**config.mk**
```make
export PLATFORM = sky130hd
export DESIGN_NAME = timing_gen_mc
export DESIGN_NICKNAME = d
export VERILOG_FILES = /design/src/rtl/timing_gen_mc.sv
export SDC_FILE = /design/constraint.sdc
export NUM_CORES = 2
export LEC_CHECK = 0
export CAP_MARGIN = 5
export CORE_ASPECT_RATIO = 1.25
export CORE_MARGIN = 5
export CORE_UTILIZATION = 55
export DETAILED_ROUTE_END_ITERATION = 10
export PLACE_DENSITY = 0.83
export SLEW_MARGIN = 40
export SYNTH_ARGS = -nofsm -noshare
export SYNTH_HDL_FRONTEND = slang
export SYNTH_SLANG_ARGS = --single-unit
```
**constraint.sdc**
```tcl
create_clock -name clk -period 10.1 [get_ports clk]
set_clock_uncertainty 0.1 [all_clocks]
set_input_delay 1.01 -clock clk [delete_from_list [all_inputs] [get_ports clk]]
set_output_delay 1.01 -clock clk [all_outputs]
set_load 0.02 [all_outputs]
```
**src/rtl/timing_gen_mc.sv**
```systemverilog
// timing_gen_mc: parametrised radar timing generator.
// Emits CPI begin/end strobes, a PRI transmit pulse and N_SYNC delayed sync
// pulses. Frame geometry is written into shadow registers with cfg_load and
// copied into the active set only in the LOAD state, i.e. at CPI boundaries.
// All outputs are registered from the current FSM/counter state, so they lag
// the internal state by one cycle.
// Optional feature macro: PRI_STAGGER_EN (odd PRIs use cfg_pri_period_b).
module timing_gen_mc #(
    parameter int CNT_W      = 32,
    parameter int NUM_W      = 10,
    parameter int N_SYNC     = 4,
    parameter int DEF_PERIOD = 100,
    parameter int DEF_WIDTH  = 10,
    parameter int DEF_NUM    = 16
) (
    input  logic                    clk,
    input  logic                    rst,
    input  logic                    enable,
    input  logic                    cfg_load,
    input  logic [CNT_W-1:0]        cfg_pri_period,
`ifdef PRI_STAGGER_EN
    input  logic [CNT_W-1:0]        cfg_pri_period_b,
`endif
    input  logic [CNT_W-1:0]        cfg_pri_width,
    input  logic [NUM_W-1:0]        cfg_pri_num,
    input  logic [CNT_W-1:0]        cfg_cpi_gap,
    input  logic [N_SYNC*CNT_W-1:0] cfg_sync_delay,
    input  logic [15:0]             cfg_sync_width,
    output logic                    cpib,
    output logic                    cpie,
    output logic                    pri,
    output logic [N_SYNC-1:0]       sync,
    output logic [NUM_W-1:0]        pri_idx,
    output logic [CNT_W-1:0]        cpi_cnt,
    output logic                    busy,
    output logic                    cfg_err
);

    localparam logic [CNT_W-1:0] CNT_ZERO = {CNT_W{1'b0}};
    localparam logic [CNT_W-1:0] CNT_ONE  = {{(CNT_W-1){1'b0}}, 1'b1};
    localparam logic [CNT_W-1:0] CNT_TWO  = {{(CNT_W-2){1'b0}}, 2'b10};
    localparam logic [NUM_W-1:0] NUM_ZERO = {NUM_W{1'b0}};
    localparam logic [NUM_W-1:0] NUM_ONE  = {{(NUM_W-1){1'b0}}, 1'b1};

    typedef enum logic [1:0] {
        ST_IDLE = 2'd0,
        ST_LOAD = 2'd1,
        ST_RUN  = 2'd2,
        ST_GAP  = 2'd3
    } state_t;

    state_t                    state_r, state_nx_s;
    logic [CNT_W-1:0]          pri_cnt_r, pri_cnt_nx_s;
    logic [NUM_W-1:0]          pri_idx_r, pri_idx_nx_s;
    logic [CNT_W-1:0]          gap_cnt_r, gap_cnt_nx_s;

    logic [CNT_W-1:0]          sh_period_r, sh_width_r, sh_gap_r;
    logic [NUM_W-1:0]          sh_num_r;
    logic [N_SYNC*CNT_W-1:0]   sh_delay_r;
    logic [15:0]               sh_sync_w_r;
    logic [CNT_W-1:0]          act_period_r, act_width_r, act_gap_r;
    logic [NUM_W-1:0]          act_num_r;
    logic [N_SYNC*CNT_W-1:0]   act_delay_r;
    logic [15:0]               act_sync_w_r;

    logic                      cfg_ok_s, load_act_s, err_set_s, err_clr_s, cpi_end_s;
    logic                      run_s, last_cnt_s, last_pri_s;
    logic [CNT_W-1:0]          cur_period_s;
    logic [CNT_W:0]            cnt_x_s, sw_x_s;
    logic [N_SYNC-1:0]         sync_s;

`ifdef PRI_STAGGER_EN
    logic [CNT_W-1:0]          sh_period_b_r, act_period_b_r;

    // Shadow/active copies of the alternate (odd PRI) period
    always_ff @(posedge clk) begin
        if (rst) begin
            sh_period_b_r  <= CNT_W'(DEF_PERIOD);
            act_period_b_r <= CNT_W'(DEF_PERIOD);
        end else begin
            if (cfg_load) sh_period_b_r <= cfg_pri_period_b;
            if (load_act_s) act_period_b_r <= sh_period_b_r;
        end
    end

    assign cur_period_s = pri_idx_r[0] ? act_period_b_r : act_period_r;
    assign cfg_ok_s = (sh_period_r >= CNT_TWO) && (sh_width_r >= CNT_ONE) &&
                      (sh_width_r < sh_period_r) && (sh_num_r >= NUM_ONE) &&
                      (sh_sync_w_r >= 16'd1) && (sh_period_b_r >= CNT_TWO) &&
                      (sh_width_r < sh_period_b_r);
`else
    assign cur_period_s = act_period_r;
    assign cfg_ok_s = (sh_period_r >= CNT_TWO) && (sh_width_r >= CNT_ONE) &&
                      (sh_width_r < sh_period_r) && (sh_num_r >= NUM_ONE) &&
                      (sh_sync_w_r >= 16'd1);
`endif

    // Shadow registers: written by cfg_load at any time, never read by the running CPI
    always_ff @(posedge clk) begin
        if (rst) begin
            sh_period_r <= CNT_W'(DEF_PERIOD);
            sh_width_r  <= CNT_W'(DEF_WIDTH);
            sh_num_r    <= NUM_W'(DEF_NUM);
            sh_gap_r    <= CNT_ZERO;
            sh_delay_r  <= {(N_SYNC*CNT_W){1'b0}};
            sh_sync_w_r <= 16'd1;
        end else if (cfg_load) begin
            sh_period_r <= cfg_pri_period;
            sh_width_r  <= cfg_pri_width;
            sh_num_r    <= cfg_pri_num;
            sh_gap_r    <= cfg_cpi_gap;
            sh_delay_r  <= cfg_sync_delay;
            sh_sync_w_r <= cfg_sync_width;
        end
    end

    // Active registers: snapshot of the shadow set taken in LOAD (old values if cfg_load coincides)
    always_ff @(posedge clk) begin
        if (rst) begin
            act_period_r <= CNT_W'(DEF_PERIOD);
            act_width_r  <= CNT_W'(DEF_WIDTH);
            act_num_r    <= NUM_W'(DEF_NUM);
            act_gap_r    <= CNT_ZERO;
            act_delay_r  <= {(N_SYNC*CNT_W){1'b0}};
            act_sync_w_r <= 16'd1;
        end else if (load_act_s) begin
            act_period_r <= sh_period_r;
            act_width_r  <= sh_width_r;
            act_num_r    <= sh_num_r;
            act_gap_r    <= sh_gap_r;
            act_delay_r  <= sh_delay_r;
            act_sync_w_r <= sh_sync_w_r;
        end
    end

    assign run_s      = (state_r == ST_RUN);
    assign last_cnt_s = (pri_cnt_r == cur_period_s - CNT_ONE);
    assign last_pri_s = (pri_idx_r == act_num_r - NUM_ONE);
    assign cpi_end_s  = run_s && last_cnt_s && last_pri_s;

    // Next-state and counter update logic
    always_comb begin
        state_nx_s   = state_r;
        pri_cnt_nx_s = pri_cnt_r;
        pri_idx_nx_s = pri_idx_r;
        gap_cnt_nx_s = gap_cnt_r;
        load_act_s   = 1'b0;
        err_set_s    = 1'b0;
        err_clr_s    = 1'b0;
        case (state_r)
            ST_IDLE: begin
                if (enable) state_nx_s = ST_LOAD;
                else        state_nx_s = ST_IDLE;
            end
            ST_LOAD: begin
                load_act_s = 1'b1;
                if (cfg_ok_s) begin
                    err_clr_s    = 1'b1;
                    state_nx_s   = ST_RUN;
                    pri_cnt_nx_s = CNT_ZERO;
                    pri_idx_nx_s = NUM_ZERO;
                end else begin
                    err_set_s  = 1'b1;
                    state_nx_s = ST_IDLE;
                end
            end
            ST_RUN: begin
                if (last_cnt_s) begin
                    pri_cnt_nx_s = CNT_ZERO;
                    if (last_pri_s) begin
                        gap_cnt_nx_s = CNT_ZERO;
                        if (!enable)                 state_nx_s = ST_IDLE;
                        else if (act_gap_r == CNT_ZERO) state_nx_s = ST_LOAD;
                        else                         state_nx_s = ST_GAP;
                    end else begin
                        pri_idx_nx_s = pri_idx_r + NUM_ONE;
                    end
                end else begin
                    pri_cnt_nx_s = pri_cnt_r + CNT_ONE;
                end
            end
            ST_GAP: begin
                if (gap_cnt_r == act_gap_r - CNT_ONE) begin
                    if (enable) state_nx_s = ST_LOAD;
                    else        state_nx_s = ST_IDLE;
                end else begin
                    gap_cnt_nx_s = gap_cnt_r + CNT_ONE;
                end
            end
            default: begin
                state_nx_s = ST_IDLE;
            end
        endcase
    end

    // FSM state and frame counters
    always_ff @(posedge clk) begin
        if (rst) begin
            state_r   <= ST_IDLE;
            pri_cnt_r <= CNT_ZERO;
            pri_idx_r <= NUM_ZERO;
            gap_cnt_r <= CNT_ZERO;
        end else begin
            state_r   <= state_nx_s;
            pri_cnt_r <= pri_cnt_nx_s;
            pri_idx_r <= pri_idx_nx_s;
            gap_cnt_r <= gap_cnt_nx_s;
        end
    end

    // Sync windows compared one bit wider so delay+width cannot wrap
    assign cnt_x_s = {1'b0, pri_cnt_r};
    assign sw_x_s  = {{(CNT_W-15){1'b0}}, act_sync_w_r};

    for (genvar k = 0; k < N_SYNC; k++) begin : g_sync
        logic [CNT_W:0] lo_s, hi_s;
        assign lo_s      = {1'b0, act_delay_r[k*CNT_W +: CNT_W]};
        assign hi_s      = lo_s + sw_x_s;
        assign sync_s[k] = run_s && (cnt_x_s >= lo_s) && (cnt_x_s < hi_s);
    end

    // Registered outputs decoded from the current state and counters
    always_ff @(posedge clk) begin
        if (rst) begin
            cpib    <= 1'b0;
            cpie    <= 1'b0;
            pri     <= 1'b0;
            sync    <= {N_SYNC{1'b0}};
            pri_idx <= NUM_ZERO;
            cpi_cnt <= CNT_ZERO;
            busy    <= 1'b0;
            cfg_err <= 1'b0;
        end else begin
            cpib    <= run_s && (pri_idx_r == NUM_ZERO) && (pri_cnt_r == CNT_ZERO);
            cpie    <= cpi_end_s;
            pri     <= run_s && (pri_cnt_r < act_width_r);
            sync    <= sync_s;
            pri_idx <= pri_idx_r;
            cpi_cnt <= cpi_end_s ? (cpi_cnt + CNT_ONE) : cpi_cnt;
            busy    <= (state_r != ST_IDLE);
            if (err_set_s)      cfg_err <= 1'b1;
            else if (err_clr_s) cfg_err <= 1'b0;
            else                cfg_err <= cfg_err;
        end
    end

endmodule

```
== Word-level counts from Yosys, hierarchy flattened ==
Cells that the tools add are included.
Cells by class
  add/sub/neg operators: 11
  $lt $le $gt $ge: 14
  equality and inequality tests: 12
  multiplexer cells: 26
  reductions and logical operators: 29
Operators by type and width (number)
  $mux W32: 5
  $add A32 B16 Y33: 4
  $lt A32 B33 Y1: 4
  $ge A32 B32 Y1: 4
  $pmux W32 S2: 2
  $add A32 B1 Y32 const B: 3
  $eq A32 B32 Y1: 2
  $logic_not A32 Y1: 2
  $lt A32 B32 Y1: 2
  $sub A32 B1 Y32 const B: 2
  $ge A32 B1 Y1 const B: 1
  $ge A32 B2 Y1 const B: 1
  $mux W10: 3
  $pmux W10 S2: 1
  $logic_and A1 B1 Y1: 17
  $ge A16 B1 Y1 const B: 1
  $mux W2: 6
  $add A10 B1 Y10 const B: 1
  $eq A10 B10 Y1: 1
  $ge A10 B1 Y1 const B: 1
  $logic_not A10 Y1: 1
  $sub A10 B1 Y10 const B: 1
  $mux W1: 8
  $ne A2 B2 Y1 const B: 4
  9 further kinds: 15
Storage, ports and cells
  register bits: 627
  output and inout port bits: 51
  logic and storage cells: 116

== Longest topological paths before layout ==
  depth after elaboration: 9
  gate-level depth with buffers: 21

== Worst setup path after synthesis ==
Ideal clock, no wire load.
  path type: flip-flop to flip-flop
  start point: register act_sync_w_r[1]
  end point: register sync[3]
  arrival: 4.627 ns
  required time: 9.940 ns
  setup slack: 5.314 ns
  stages on the path, launching flop included: 21
  buffers on the path: 0
  period minus slack after synthesis: 4.786 ns
  cells stage by stage: dfxtp_1 -> ha_1 -> a21o_1 -> a21oi_1 -> o21ai_0 -> a211oi_1 -> a21oi_1 -> a211o_1 -> o41ai_1 -> nor2_1 -> xnor2_1 -> ha_1 -> a21o_1 -> a21o_1 -> a21oi_1 -> nor2_1 -> a2111oi_0 -> o2111ai_1 -> o211a_1 -> nor3_1 -> o311a_1
Between the ends
  cells in the longest elaborated chain, start to end: 3
Ends and longest elaborated chain
  start: declaration: RTL line 64  | logic [15:0] act_sync_w_r;
  start signal: assignment: RTL line 132  | act_sync_w_r <= sh_sync_w_r;
  $add A32 B16 Y33: RTL line 218  | assign hi_s = lo_s + sw_x_s;
  $lt A32 B33 Y1: RTL line 219  | assign sync_s[k] = run_s && (cnt_x_s >= lo_s) && (cnt_x_s < hi_s);
  $logic_and A1 B1 Y1: RTL line 219
  end signal: assignment: RTL line 228  | sync <= {N_SYNC{1'b0}};
  end signal: assignment: RTL line 237  | sync <= sync_s;
  end: declaration: RTL line 32  | output logic [N_SYNC-1:0] sync,
Every way passes these cells.
A chain may end at the register's enable or synchronous reset.

== Worst setup path after layout ==
  start point: register act_sync_w_r[0]
  end point: register sync[3]
Same word-level chain as after synthesis.

==> flow_metrics.py <==
metrics = {
    "drt": {
        "num_vias": 33150,
        "routed_wl_microns": 109700,
        "vias_per_cell": 6.034,
        "drc": 0,
        "dr.pass1.iters": 7,
        "wl_per_cell_microns": 19.97,
        "first_iter_violations": 2208,
        "ant_nets": 0,
    },
    "synthesis": {
        "async_reset_ff_share_pct": 0,
        "syn_inst": 4340,
        "synthFlopType": "dfxtp_1",
        "synth_nets": 4990,
        "synthTopCellsByArea": "dfxtp_1, mux2i_1, ha_1",
        "synth-seq-area-share_pct": 33.14,
        "yosysWarnings": 0,
        "postSynthAreaPerCell_sq_um": 8.727,
        "synth_top_area_share_pct": 33.14,
        "netlist-cell-type-count": 77,
        "netlist_area_sq_um": 37870,
        "synth_edf_count": 0,
        "yosysTopAreaCell": "dfxtp_1",
        "synth_seq_cells": 627,
    },
    "setup_path": {
        "slowest_delay_ns": 0.54,
        "cp-start-kind": "register",
        "crit_chain": "ha_1, fa_1, a21o_1, a21oi_1, o21a_1, o31ai_1, o41ai_1, o21ai_0, a21boi_1, nor3_1, xnor2_1, ha_1, a21o_1, a21o_1, a21oi_1, nor2_1, a2111oi_0, o2111ai_1, o211a_1, nor3_1, o311a_1",
        "cp-end-kind": "register",
        "critPathArrivalTime_ns": 5.84,
        "slowest_stage": "o41ai_1",
        "cp_common_cell": "a21o_1",
        "cp.required_ns": 10.56,
        "cp_max_fo": 6,
        "critPathKind": "register to register",
    },
    "grt": {
        "grt_max_degree": 116,
        "grt_pass1_wl_microns": 171300,
        "grt_usage_pct": 28.32,
        "antenna_found_initial": 0,
        "grt_pass1_vias": 32150,
        "grt-ovfl-total": 0,
    },
    "layout": {
        "layout-drive-gt1-share_pct": 4.781,
        "antenna_cells": 0,
        "nFillCells": 5573,
        "fin_cells": 5494,
        "area_delta_synth_final_pct": 16.32,
        "finalNetCount": 5222,
    },
    "placed_design": {
        "portBuffers": 304,
        "post-dp-hpwl_microns": 79760,
        "dp.cells": 5374,
        "finalWeightedCongestion": 0.9497,
    },
    "power_and_ir_drop": {
        "p_switching_mw": 1.524,
        "ir_drop_mv": 0.1219,
        "power_density_nw_per_um2": 133.8,
        "power_mw": 5.894,
        "netSwitchingFraction_pct": 25.85,
        "seq_power_share_pct": 45.2,
        "comb_power_share_pct": 11.9,
        "p_leak_nw": 18.48,
        "intPower_mw": 4.371,
        "p_clk_share_pct": 42.9,
    },
    "sta": {
        "worst_pin_slew_ns": 0.9327,
        "finalSetupTns_ns": 0,
        "fin_crit_sh_pct": 53.25,
        "grt_setup_unrepaired": "no",
        "max_freq_ghz": 0.1859,
        "final_hold_viol_count": 0,
        "finalSetupViolations": 0,
        "whs_ns": 0.3922,
        "fin_crit_ns": 5.378,
        "relSlewSlack_pct": 37.82,
        "slew_violations": 0,
    },
    "clocking": {
        "cts_buffers": 66,
        "cts.clk_slew.worst_paths_ns": 0.07,
        "root_buffer": "clkbuf_16",
        "ctsResizeCount": 0,
        "htreeDepth": 3,
        "clkLatencyLatePin_ns": 0.62,
        "ctsHoldBuffers": 0,
        "tritoncts": "done",
        "max-clock-path-buffers": 3,
        "post_cts_buffers": 0,
        "clkSinkCount": 627,
    },
    "die": {
        "fp.dieH_microns": 303.4,
        "row_count": 107,
        "core_sq_um": 68280,
        "die_x_microns": 244.7,
        "die-area_sq_um": 74240,
        "start_util_pct": 55.47,
        "io_pins": 305,
    },
    "run_status": {
        "status": "finished, final reports clean",
    },
    "min_path": {
        "hold_path.class": "register to register",
    },
    "run": {
        "drv_cap": 0,
    },
}
[layout make-up]
| class | instances | area, sq um | area share, % |
|---|---|---|---|
| clock buffers | 88 | 1856 | 4.212 |
| clock inverters | 30 | 375.4 | 0.8521 |
| multi-input cells | 3268 | 23730 | 53.87 |
| repair buffers | 355 | 3493 | 7.930 |
| well taps | 872 | 1091 | 2.477 |
| flip-flops and latches | 627 | 12550 | 28.50 |
| inverters | 254 | 953.4 | 2.164 |
[per-stage QoR]
step	setup WS, ns	instance area, sq um	utilization, %
finish	4.722	44050	64.52
global route	4.346	44050	64.52
CTS	4.759	44010	64.45
detailed placement	4.793	41780	61.19
global placement	4.838	41700	61.08
floorplan	5.314	37870	-
[cell families (layout without fill, tap and decap cells)]
group	count (synthesis)	count (layout)	share of synthesized area [%]
AND/OR/NAND/NOR	1472	1472	18.81
buffers and inverters	445	727	4.433
flip-flops	627	627	33.14
multiplexers	528	528	14.00
XOR/XNOR	213	213	4.962
adder cells (fa/ha/maj)	396	396	13.16
AO/OA/AOI/OAI	659	659	11.48
[worst max-delay path: cells and delay by family (launching register included)]
kind                     cells  cell delay (ns)
AND/OR/NAND/NOR              3             0.29
XOR/XNOR                     1             0.15
flip-flops                   1             0.37
adder cells (fa/ha/maj)      3             0.94
AO/OA/AOI/OAI               14             3.46
[state kept, by name, indices dropped and copies added (netlist names), 2 cells and up]
| signal | count |
|---|---|
| act_delay_r | 128 |
| sh_delay_r | 128 |
| act_gap_r | 32 |
| act_period_r | 32 |
| act_width_r | 32 |
| cpi_cnt | 32 |
| gap_cnt_r | 32 |
| pri_cnt_r | 32 |
| sh_gap_r | 32 |
| sh_period_r | 32 |
| sh_width_r | 32 |
| act_sync_w_r | 16 |
| sh_sync_w_r | 16 |
| act_num_r | 10 |
| pri_idx | 10 |
| pri_idx_r | 10 |
| sh_num_r | 10 |
| sync | 4 |
| state_r | 2 |
[power by group through the flow]
stage	Combinational, mW	Sequential (mW)	Clock [mW]
2_1_floorplan	0.482	2.66	0
3_3_place_gp	0.676	2.71	0
3_5_place_dp	0.693	2.71	0
4_1_cts	0.700	2.66	2.57
5_1_grt	0.772	2.67	2.67
6_report	0.703	2.66	2.53
[cells in the mapped netlist (15+ instances only)]
cell type,number
a2111oi_0,16
a211oi_1,27
a21o_1,86
a21oi_1,179
a31oi_1,15
and2_1,17
and3_1,35
buf_1,50
clkbuf_1,134
dfxtp_1,627
ha_1,392
inv_1,253
mux2_2,15
mux2i_1,513
nand2_1,158
nand2b_1,31
nand3_1,112
nand4_1,71
nor2_1,648
nor2b_1,52
nor3_1,101
nor4_1,86
o211ai_1,34
o21a_1,24
o21ai_0,120
o311ai_0,15
o31ai_1,31
o41ai_1,15
or2_2,18
or3_1,43
or4_1,51
xnor2_1,135
xor2_1,77
[final timing paths]
kind	slack, ns	depth (start not counted)	start	endpoint
min reg2reg	0.39	2	act_width_r[1]$_SDFFE_PP1P_	act_width_r[1]$_SDFFE_PP1P_
max	4.72	21	act_sync_w_r[0]$_SDFFE_PP1P_	sync[3]$_SDFF_PP0_
min	0.39	2	act_width_r[1]$_SDFFE_PP1P_	act_width_r[1]$_SDFFE_PP1P_
max reg2reg	4.72	21	act_sync_w_r[0]$_SDFFE_PP1P_	sync[3]$_SDFF_PP0_
[layout by cell type (no fill, tap or decap), types with 52 or more instances in the layout]
| cell type | count |
|---|---|
| mux2i_1 | 513 |
| nand2_1 | 158 |
| nand4_1 | 71 |
| a21o_1 | 86 |
| nor3_1 | 99 |
| xnor2_1 | 135 |
| dfxtp_1 | 625 |
| inv_1 | 253 |
| nor4_1 | 82 |
| xor2_1 | 77 |
| clkbuf_16 | 67 |
| nor2b_1 | 52 |
| o21ai_0 | 119 |
| clkdlybuf4s50_1 | 302 |
| ha_1 | 391 |
| nor2_1 | 647 |
| a21oi_1 | 178 |
| nand3_1 | 112 |
[routing by layer]
| layer | wire, microns | vias to the layer above | global-route usage [%] |
|---|---|---|---|
| li1 | - | 16000 | - |
| met1 | 45300 | 15720 | 35.09 |
| met2 | 52700 | 1154 | 49.70 |
| met3 | 6540 | 281 | 3.382 |
| met4 | 5181 | 0 | 12.61 |
| met5 | 0 | - | 0 |
Note: power is estimated with default switching activity, not from simulation.
